[src/rtl/lock_pkg.sv]
// Shared types and constants for the passcode entry controller.
package lock_pkg;

    typedef enum logic [1:0] {
        ST_ENTRY    = 2'd0,
        ST_CHECK    = 2'd1,
        ST_UNLOCKED = 2'd2,
        ST_ERROR    = 2'd3
    } lock_state_e;

    localparam logic [3:0] BLANK_DIGIT        = 4'hE;
    localparam int         MAX_DISPLAY_DIGITS = 6;

endpackage

[src/rtl/passcode_entry_controller_if.sv]
// Keypad-side strobes and display-side results of the passcode controller.
interface passcode_entry_controller_if #(
    parameter int PASSCODE_WIDTH = 16
);
    logic                      keyValid;
    logic [3:0]                keyDigit;
    logic                      keyEnter;
    logic                      keyClear;
    logic [PASSCODE_WIDTH-1:0] userEntry;
    logic [2:0]                digitCount;
    logic                      error;
    logic                      unlocked;

    modport master (
        output keyValid, keyDigit, keyEnter, keyClear,
        input  userEntry, digitCount, error, unlocked
    );

    modport slave (
        input  keyValid, keyDigit, keyEnter, keyClear,
        output userEntry, digitCount, error, unlocked
    );
endinterface

[src/rtl/cycle_timer.sv]
// Loadable down-counter; done_o is high while the count sits at zero.
module cycle_timer #(
    parameter int WIDTH = 8
) (
    input  logic             clk_i,
    input  logic             rst_i,
    input  logic             load_i,
    input  logic [WIDTH-1:0] load_val_i,
    input  logic             count_i,
    output logic             done_o
);
    logic [WIDTH-1:0] cnt_q;

    always_ff @(posedge clk_i) begin
        if (rst_i) begin
            cnt_q <= '0;
        end else if (load_i) begin
            cnt_q <= load_val_i;
        end else if (count_i && cnt_q != '0) begin
            cnt_q <= cnt_q - 1'b1;
        end
    end

    assign done_o = (cnt_q == '0);
endmodule

[src/rtl/passcode_entry_controller.sv]
// Keypad passcode collector and checker; define LOCKOUT_EN for
// extended error hold after MAX_ATTEMPTS consecutive failures.
module passcode_entry_controller
    import lock_pkg::*;
#(
    parameter int                        PASSCODE_LENGTH = 4,
    parameter int                        PASSCODE_WIDTH  = 4 * PASSCODE_LENGTH,
    parameter logic [PASSCODE_WIDTH-1:0] PASSCODE        = 16'h1234,
    parameter int                        ERROR_CYCLES    = 50_000_000,
    parameter int                        MAX_ATTEMPTS    = 3,
    parameter int                        LOCKOUT_CYCLES  = 500_000_000
) (
    input logic                         clock,
    input logic                         reset,
    passcode_entry_controller_if.slave  bus
);
    localparam logic [PASSCODE_WIDTH-1:0] BLANK = {PASSCODE_LENGTH{BLANK_DIGIT}};
    localparam logic [2:0]                FULL  = 3'(PASSCODE_LENGTH);
    localparam int                        FW    = $clog2(MAX_ATTEMPTS + 1);

`ifdef LOCKOUT_EN
    localparam bit LOCK_ON = 1'b1;
`else
    localparam bit LOCK_ON = 1'b0;
`endif

    localparam int TIMER_MAX = ERROR_CYCLES + (LOCK_ON ? LOCKOUT_CYCLES : 0);
    localparam int TW        = $clog2(TIMER_MAX) + 1;

    lock_state_e               state_q;
    logic [PASSCODE_WIDTH-1:0] entry_q;
    logic [2:0]                count_q;
    logic                      error_q;
    logic                      unlocked_q;
    logic [FW-1:0]             fails_q;

    logic          full;
    logic          match;
    logic          digit_ok;
    logic          go_err;
    logic          lockout;
    logic          timer_done;
    logic [TW-1:0] timer_val;

    assign full     = (count_q == FULL);
    assign match    = (entry_q == PASSCODE);
    assign digit_ok = (bus.keyDigit <= 4'd9);
    assign lockout  = LOCK_ON && (fails_q == FW'(MAX_ATTEMPTS - 1));

    // Both failure paths arm the error timer on the edge that enters ERROR.
    assign go_err = (state_q == ST_ENTRY && !bus.keyClear &&
                     bus.keyEnter && !full) ||
                    (state_q == ST_CHECK && !match);

    assign timer_val = lockout ? TW'(ERROR_CYCLES + LOCKOUT_CYCLES - 1)
                               : TW'(ERROR_CYCLES - 1);

    cycle_timer #(
        .WIDTH (TW)
    ) u_timer (
        .clk_i      (clock),
        .rst_i      (reset),
        .load_i     (go_err),
        .load_val_i (timer_val),
        .count_i    (state_q == ST_ERROR),
        .done_o     (timer_done)
    );

`ifdef LOCKOUT_EN
    always_ff @(posedge clock) begin
        if (reset) begin
            fails_q <= '0;
        end else if (go_err) begin
            fails_q <= lockout ? '0 : fails_q + 1'b1;
        end else if (state_q == ST_CHECK && match) begin
            fails_q <= '0;
        end
    end
`else
    assign fails_q = '0;
`endif

    always_ff @(posedge clock) begin
        if (reset) begin
            state_q    <= ST_ENTRY;
            entry_q    <= BLANK;
            count_q    <= '0;
            error_q    <= 1'b0;
            unlocked_q <= 1'b0;
        end else begin
            unique case (state_q)
                ST_ENTRY: begin
                    if (bus.keyClear) begin
                        entry_q <= BLANK;
                        count_q <= '0;
                    end else if (bus.keyEnter) begin
                        if (full) begin
                            state_q <= ST_CHECK;
                        end else begin
                            state_q <= ST_ERROR;
                            error_q <= 1'b1;
                        end
                    end else if (bus.keyValid && digit_ok && !full) begin
                        entry_q <= (entry_q << 4) |
                                   PASSCODE_WIDTH'(bus.keyDigit);
                        count_q <= count_q + 3'd1;
                    end
                end
                ST_CHECK: begin
                    if (match) begin
                        state_q    <= ST_UNLOCKED;
                        unlocked_q <= 1'b1;
                    end else begin
                        state_q <= ST_ERROR;
                        error_q <= 1'b1;
                    end
                end
                ST_UNLOCKED: begin
                    if (bus.keyEnter || bus.keyClear) begin
                        state_q    <= ST_ENTRY;
                        unlocked_q <= 1'b0;
                        entry_q    <= BLANK;
                        count_q    <= '0;
                    end
                end
                ST_ERROR: begin
                    if (timer_done) begin
                        state_q <= ST_ENTRY;
                        error_q <= 1'b0;
                        entry_q <= BLANK;
                        count_q <= '0;
                    end
                end
                default: state_q <= ST_ENTRY;
            endcase
        end
    end

    assign bus.userEntry  = entry_q;
    assign bus.digitCount = count_q;
    assign bus.error      = error_q;
    assign bus.unlocked   = unlocked_q;
endmodule

[src/flat_wrapper.sv]
// flat-port wrapper written by rule: the top's interface ports become plain ports
module passcode_entry_controller_flat import lock_pkg::*;
#(
    parameter int                        PASSCODE_LENGTH = 4,
    parameter int                        PASSCODE_WIDTH  = 4 * PASSCODE_LENGTH,
    parameter logic [PASSCODE_WIDTH-1:0] PASSCODE        = 16'h1234,
    parameter int                        ERROR_CYCLES    = 50_000_000,
    parameter int                        MAX_ATTEMPTS    = 3,
    parameter int                        LOCKOUT_CYCLES  = 500_000_000
)
  (clock, reset, bus_keyValid, bus_keyDigit, bus_keyEnter, bus_keyClear, bus_userEntry, bus_digitCount, bus_error, bus_unlocked);
  passcode_entry_controller_if #(.PASSCODE_WIDTH(PASSCODE_WIDTH)) bus_i ();
  input logic clock;
  input logic reset;
  input wire logic [$bits(bus_i.keyValid)-1:0] bus_keyValid;
  input wire logic [$bits(bus_i.keyDigit)-1:0] bus_keyDigit;
  input wire logic [$bits(bus_i.keyEnter)-1:0] bus_keyEnter;
  input wire logic [$bits(bus_i.keyClear)-1:0] bus_keyClear;
  output wire logic [$bits(bus_i.userEntry)-1:0] bus_userEntry;
  output wire logic [$bits(bus_i.digitCount)-1:0] bus_digitCount;
  output wire logic [$bits(bus_i.error)-1:0] bus_error;
  output wire logic [$bits(bus_i.unlocked)-1:0] bus_unlocked;
  assign bus_i.keyValid = bus_keyValid;
  assign bus_i.keyDigit = bus_keyDigit;
  assign bus_i.keyEnter = bus_keyEnter;
  assign bus_i.keyClear = bus_keyClear;
  assign bus_userEntry = bus_i.userEntry;
  assign bus_digitCount = bus_i.digitCount;
  assign bus_error = bus_i.error;
  assign bus_unlocked = bus_i.unlocked;
  passcode_entry_controller #(.PASSCODE_LENGTH(PASSCODE_LENGTH), .PASSCODE_WIDTH(PASSCODE_WIDTH), .PASSCODE(PASSCODE), .ERROR_CYCLES(ERROR_CYCLES), .MAX_ATTEMPTS(MAX_ATTEMPTS), .LOCKOUT_CYCLES(LOCKOUT_CYCLES)) u_core (.clock(clock), .reset(reset), .bus(bus_i));
endmodule
[config.mk]
export PLATFORM = sky130hd
export DESIGN_NAME = passcode_entry_controller_flat
export DESIGN_NICKNAME = d
export VERILOG_FILES = /design/src/rtl/lock_pkg.sv /design/src/rtl/passcode_entry_controller_if.sv /design/src/rtl/cycle_timer.sv /design/src/rtl/passcode_entry_controller.sv /design/src/flat_wrapper.sv
export SDC_FILE = /design/constraint.sdc
export NUM_CORES = 1
export LEC_CHECK = 0
export ABC_AREA = 1
export BUFFER_PORTS_ARGS = -buffer_cell sky130_fd_sc_hd__buf_2
export CORE_MARGIN = 10
export CORE_UTILIZATION = 55
export DETAILED_ROUTE_END_ITERATION = 8
export PLACE_DENSITY = 0.86
export SLEW_MARGIN = 0
export SYNTH_ARGS = -nofsm -noshare
export SYNTH_HDL_FRONTEND = slang
export SYNTH_SLANG_ARGS = --single-unit
[constraint.sdc]
create_clock -name clock -period 3 [get_ports clock]
set_input_delay 0.3 -clock clock [delete_from_list [all_inputs] [get_ports clock]]
set_output_delay 0.3 -clock clock [all_outputs]
set_load 0.005 [all_outputs]
# --- Yosys cells after proc, flatten, opt, wreduce, memory -nomap -nowiden ---
# Index checks and enable logic that the tools add are counted.
word_totals:
  register_bits: 50
  in_bits: 9
  word_cells: 79
classes:
  add_sub_neg: 2
  order_cmp: 1
  n_eq_ne: 14
  n_mux: 30
  n_bitwise: 1
  n_reduce_logical: 24
op_table:
  columns: ["cell", "count"]
  rows:
  - ["two-way mux 16 bit", 5]
  - ["two-way mux 26 bit", 2]
  - ["one-hot mux 16 bit (3 select lines)", 1]
  - ["logical NOT 27 bit", 1]
  - ["nonzero test 27 bit", 1]
  - ["subtractor 27 x 1 -> 27 bit (second input constant)", 1]
  - ["== test 16 x 13 -> 1 bit (second input constant)", 1]
  - ["bitwise OR 16 x 4 -> 16 bit", 1]
  - ["two-way mux 3 bit", 5]
  - ["two-way mux 2 bit", 5]
  - ["one-hot mux 3 bit (3 select lines)", 1]
  - ["two-way mux 1 bit", 8]
  - ["inequality test 2 bit (second input constant)", 4]
  - ["one-hot mux 2 bit (4 select lines)", 1]
  - ["logical AND 1 bit", 7]
  - ["inequality test 2 x 1 -> 1 bit (second input constant)", 3]
  - ["inequality test 3 bit (second input constant)", 2]
  - ["AND reduction 6 bit", 1]
  - ["nonzero test 3 bit", 2]
  - ["AND reduction 5 bit", 1]
  - ["== test 2 bit (second input constant)", 2]
  - ["less-or-equal comparator 4 bit (second input constant)", 1]
  - ["AND reduction 4 bit", 1]
  - ["nonzero test 2 bit", 2]
  - ["10 further kinds", 13]

# --- Logic depth before layout (Yosys ltp) ---
logic_depth:
  word_depth: 7
  ltp_mapped: 12
  ltp_nobuf: 11

# --- By module ---
# From an unflattened synthesis, not the netlist that was laid out.
hier_totals:
  hier_cells: 521
  hier_area_um2: 3186.8
by_module_without_submodules:
  columns: ["module", "instances", "cells_each", "area_per_inst_um2"]
  rows:
  - ["cycle_timer", 1, 366, 2035.7]
  - ["passcode_entry_controller", 1, 155, 1151.1]

# --- Least setup slack after synthesis ---
# OpenSTA, ideal clock, no wires.
synth_path:
  path_kind: "reg-to-reg"
  startpoint: "reg u_core.state_q[0]"
  endpoint: "reg u_core.entry_q[10] (netlist: u_core.bus.userEntry[10])"
  setup_time_ns: 0.143
  t_arrival_ns: 1.467
  setup_slack_ns: 1.389
  stages_incl_launch_ff: 10
  n_path_buf: 1
  synth_period_minus_slack_ns: 1.611
  path_cell_list: "dfxtp_1 -> inv_1 -> ha_1 -> nand3_1 -> nand3_1 -> a31oi_2 -> nand2_4 -> buf_2 -> nand2_1 -> o211ai_2"
synth_between:
  elab_chain_cells: 3
  elab_cells_between_ends: 10
synth_lines:
  columns: ["item", "line_no", "text"]
  rows:
  - ["from (decl)", "passcode_entry_controller.sv:30", "lock_state_e state_q;"]
  - ["from (signal assigned)", "passcode_entry_controller.sv:85", "state_q <= ST_ENTRY;"]
  - ["from (signal assigned)", "passcode_entry_controller.sv:98", "state_q <= ST_CHECK;"]
  - ["from (signal assigned)", "passcode_entry_controller.sv:100", "state_q <= ST_ERROR;"]
  - ["== test 2 bit or logical NOT 2 bit (tied branches)", "passcode_entry_controller.sv:91", "unique case (state_q)"]
  - ["inequality test 2 x 1 -> 1 bit (no line), or another cell as far along", null, null]
  - ["AND reduction 5 bit (no line)", null, null]
  - ["to (signal assigned)", "passcode_entry_controller.sv:104", "entry_q <= (entry_q << 4) |"]
  - ["to (decl)", "passcode_entry_controller.sv:31", "logic [PASSCODE_WIDTH-1:0] entry_q;"]
# Parallel ways exist; a longest one is shown, timed or not.
# A chain may end at the register's enable or synchronous reset.

# --- Worst setup path after layout ---
layout_path:
  startpoint: "reg u_core.u_timer.cnt_q[0]"
  endpoint: "reg u_core.entry_q[12] (netlist: u_core.bus.userEntry[12])"
layout_between:
  elab_chain_cells: 3
layout_lines:
  columns: ["item", "line_no", "text"]
  rows:
  - ["from (decl)", "cycle_timer.sv:12", "logic [WIDTH-1:0] cnt_q;"]
  - ["from (signal assigned)", "cycle_timer.sv:18", "cnt_q <= load_val_i;"]
  - ["from (signal assigned)", "cycle_timer.sv:20", "cnt_q <= cnt_q - 1'b1;"]
  - ["logical NOT 27 bit", "cycle_timer.sv:24", "assign done_o = (cnt_q == '0);"]
  - ["inequality test 2 x 1 -> 1 bit (no line)", null, null]
  - ["AND reduction 5 bit (no line)", null, null]
# No other way between the ends.

==> impl_metrics.csv <==
group,metric,value,unit
run_status,status,"complete, no violations",
power_and_ir_drop,static-leakage-power,0.00161,µW
logic_synthesis,yosys.cell_types.count,32,
floorplan,die_area,9120,µm²
logic_synthesis,synth.ff_latch_count,50,
clock_network,post_cts_buffers,0,
sta,timing.fmax,460,MHz
logic_synthesis,netlist.area_leader.share,31.9,%
sta,setup_viol_count_final,0,
sta,max_slew.worst_pin.slew,0.734,ns
drt,drt_first_pass_iters,5,
logic_synthesis,ys_seq_area_share,31.9,%
setup_path,crit_path_top_delay_cell,"dfxtp_1",
logic_synthesis,synth-warning-count,0,
floorplan,initial_core_util,57.0,%
worst_hold_path,whs_path_depth,3,
final_layout,antenna_cells_inserted,0,
drt,routed_wl,7320,µm
setup_path,timing_worst_setup_path_type,"reg -> reg",
logic_synthesis,synthesis.area,3140,µm²
floorplan,ioPinCount,30,
final_layout,drive_gt1_share,13.3,%
placed_design,dpl.hpwl,5630,µm
global_route,globalRouteOverflowTotal,0,
clock_network,cts_hold_buffers,0,
setup_path,timing.reg2reg.worst_path_depth,9,
sta,final_hold_viol_count,0,
setup_path,critical-path-max-stage-delay,0.34,ns
final_layout,mostFrequentLayoutCell,"nand2_1",
sta,min_period_over_period,72.4,%
clock_network,cts.clk_slew.worst_paths,0.10,ns
clock_network,cts_buffers,5,
drt,antenna_violating_nets_remaining,0,
clock_network,cts.htree.levels,2,
clock_network,cts_num_sinks,50,
power_and_ir_drop,post_layout_power,3690,µW
sta,totalNegativeSetupSlack,0,ns
sta,min_clock_period_post_route,2.17,ns
setup_path,path_cells,"inv_1 -> ha_1 -> nand3_1 -> nor2_1 -> nand3_2 -> nand2_4 -> nand2_4 -> o21ai_2 -> nor2_1",
floorplan,core_region_area,5510,µm²
logic_synthesis,post_synth_main_area_contributors,"dfxtp_1 (32%), nand2_1 (13%), nor2_1 (9.7%)",
logic_synthesis,synthCells,478,
drt,final_routed_drc_violation_total,0,
final_layout,mostFrequentLayoutCells,"nand2_1 (110), nor2_1 (81), nand3_1 (56), inv_1 (55), dfxtp_1 (50)",
global_route,groute.usage.overall,16.7,%
sta,clock_skew,0.0150,ns
clock_network,clock_insertion_delay_worst_skew,0.31,ns
drt,detailedRoute.firstIterationViolations,215,
power_and_ir_drop,cellPowerDensity,1100,nW/µm²
final_layout,design.final.nets,518,
setup_path,critPathLaunchType,"flop",
worst_hold_path,end_point_of_the_worst_hold_path,"u_core.bus.userEntry[0]$_SDFFE_PP0P_",
floorplan,die_height,95.5,µm
final_layout,synthToLayoutAreaGrowth,7.02,%
clock_network,clk_root_buffer_cell,"clkbuf_8",
global_route,via_count_of_the_first_global_routing_pass,2997,
logic_synthesis,yosysTopAreaCell,"dfxtp_1",
floorplan,floorplan.die.width,95.5,µm
sta,rsz0062_at_grt,"false",
global_route,grt_max_degree,39,
setup_path,cp.required,3.21,ns
drt,detail_route.vias_per_cell,5.44,
final_layout,final_core_util,61.0,%
clock_network,cts.path.max_buffers,2,
setup_path,cp_max_fo,38,
drt,post_drt_wl_per_cell,12.7,µm
floorplan,num_rows,27,
global_route,antenna_found_initial,0,
logic_synthesis,syn_area_per_cell,6.56,µm²
sta,final_max_slew_viol_count,0,
sta,max-slew-margin-rel,51.1,%
placed_design,portBuffers,29,
setup_path,reg2reg_slack,0.83,ns
worst_hold_path,hold_path.startpoint,"bus_keyDigit[0]",
clock_network,cts_tree,"yes",
power_and_ir_drop,worst_ir_drop_vdd,0.807,mV
global_route,global_route_wire_length_before_repair,12800,µm
run,max-cap-violations,0,
setup_path,worst_setup_path_end_kind,"flop",
setup_path,reg2reg_start,"u_core.u_timer.cnt_q[0]$_SDFFE_PP0P_",
clock_network,cts.repair.resized,0,
setup_path,cp_data_arrival_time,2.38,ns
worst_hold_path,hold_path.class,"in -> reg",
drt,routed-via-count,3121,
final_layout,fillCellCount,518,
setup_path,capturing_point_of_the_worst_reg2reg_path,"u_core.bus.userEntry[12]$_SDFFE_PP0P_",
logic_synthesis,postSynthNetCount,495,
placed_design,place_congestion,0.978,
## synth_stat cells
library cell / n
nand3_2: 2
nand3b_1: 2
a31oi_2: 1
clkbuf_1: 4
o211ai_1: 1
buf_6: 2
nor3b_2: 1
nor3_1: 13
nand2_1: 110
buf_12: 1
nand3_1: 56
inv_2: 1
nand4_1: 7
nor4_1: 1
o21ai_1: 11
o21ai_2: 1
nor2_4: 2
nand2_4: 2
buf_2: 6
clkinv_1: 1
o21ai_0: 8
buf_8: 3
inv_1: 55
xor2_1: 4
o211ai_2: 10
a21oi_1: 22
nand2_2: 2
dfxtp_1: 50
nor2_2: 4
nor2_1: 81
ha_1: 8
xnor2_1: 6
## worst max path at each step
stage,end,cells after the start,start,slack (ns)
after global placement,u_core.bus.userEntry[12]$_SDFFE_PP0P_,9,u_core.u_timer.cnt_q[0]$_SDFFE_PP0P_,0.94
after detailed placement,u_core.bus.userEntry[12]$_SDFFE_PP0P_,9,u_core.u_timer.cnt_q[0]$_SDFFE_PP0P_,0.85
after floorplan,u_core.bus.userEntry[10]$_SDFFE_PP1P_,9,u_core.state_q[0]$_SDFFE_PP0P_,1.39
final,u_core.bus.userEntry[12]$_SDFFE_PP0P_,9,u_core.u_timer.cnt_q[0]$_SDFFE_PP0P_,0.83
after global routing,u_core.bus.userEntry[4]$_SDFFE_PP0P_,9,u_core.u_timer.cnt_q[0]$_SDFFE_PP0P_,0.58
after CTS,u_core.bus.userEntry[12]$_SDFFE_PP0P_,9,u_core.u_timer.cnt_q[0]$_SDFFE_PP0P_,0.83
## per-layer routing
metal  global-route usage, %  share of wire, %  up-vias
met1                    20.9                47     1452
met5                       0                 0        -
li1                        -                 -     1577
met2                    27.3                47       80
met3                    3.85               4.5       12
met4                    6.02               1.5        0
## logic make-up after synthesis
kind of cell | Yosys count | synth area share [%]
xor+xnor | 10 | 2.79
flops | 50 | 31.9
simple gates | 283 | 39.6
fa+ha+maj | 8 | 3.19
compound gates | 54 | 11.4
buf+inv | 73 | 11.0
## sequential cells by signal, summed over array words and instances, names as in the netlist
name                   count
u_core.bus.error           1
u_core.u_timer.cnt_q      27
u_core.state_q             2
u_core.bus.unlocked        1
u_core.bus.userEntry      16
u_core.bus.digitCount      3
## through the flow
stage	worst slack [ns]	cells	cell area, µm²	hold slack [ns]
finish	0.827	574	3360	0.217
global route	0.584	574	3360	0.232
CTS	0.826	574	3360	0.211
detailed placement	0.852	566	3270	0.455
global placement	0.937	566	3270	0.448
floorplan	1.39	478	3140	0.369
## layout make-up
type | count | area [µm²] | area share [%]
clock buffer | 5 | 68.8 | 2.05
tap | 72 | 90.1 | 2.68
sequential | 50 | 1000 | 29.8
timing repair buffer | 32 | 168 | 4.99
inverter | 57 | 214 | 6.37
multi-input combinational | 355 | 1790 | 53.4
clock inverter | 3 | 22.5 | 0.671
## where the power goes
group          total (µW)  switching [µW]  internal (µW)
combinational        2180            1440            746
clock                 411             242            169
sequential           1100             221            875
total                3690            1900           1790
## worst max-delay path, delay by kind of cell, from the launching register on
kind	cells	cell delay, ns
AO/OA/AOI/OAI	1	0.31
adder cells (fa/ha/maj)	1	0.18
flip-flops	1	0.34
AND/OR/NAND/NOR	6	1.08
buffers and inverters	1	0.13
Power figures use the tool's default switching activity.
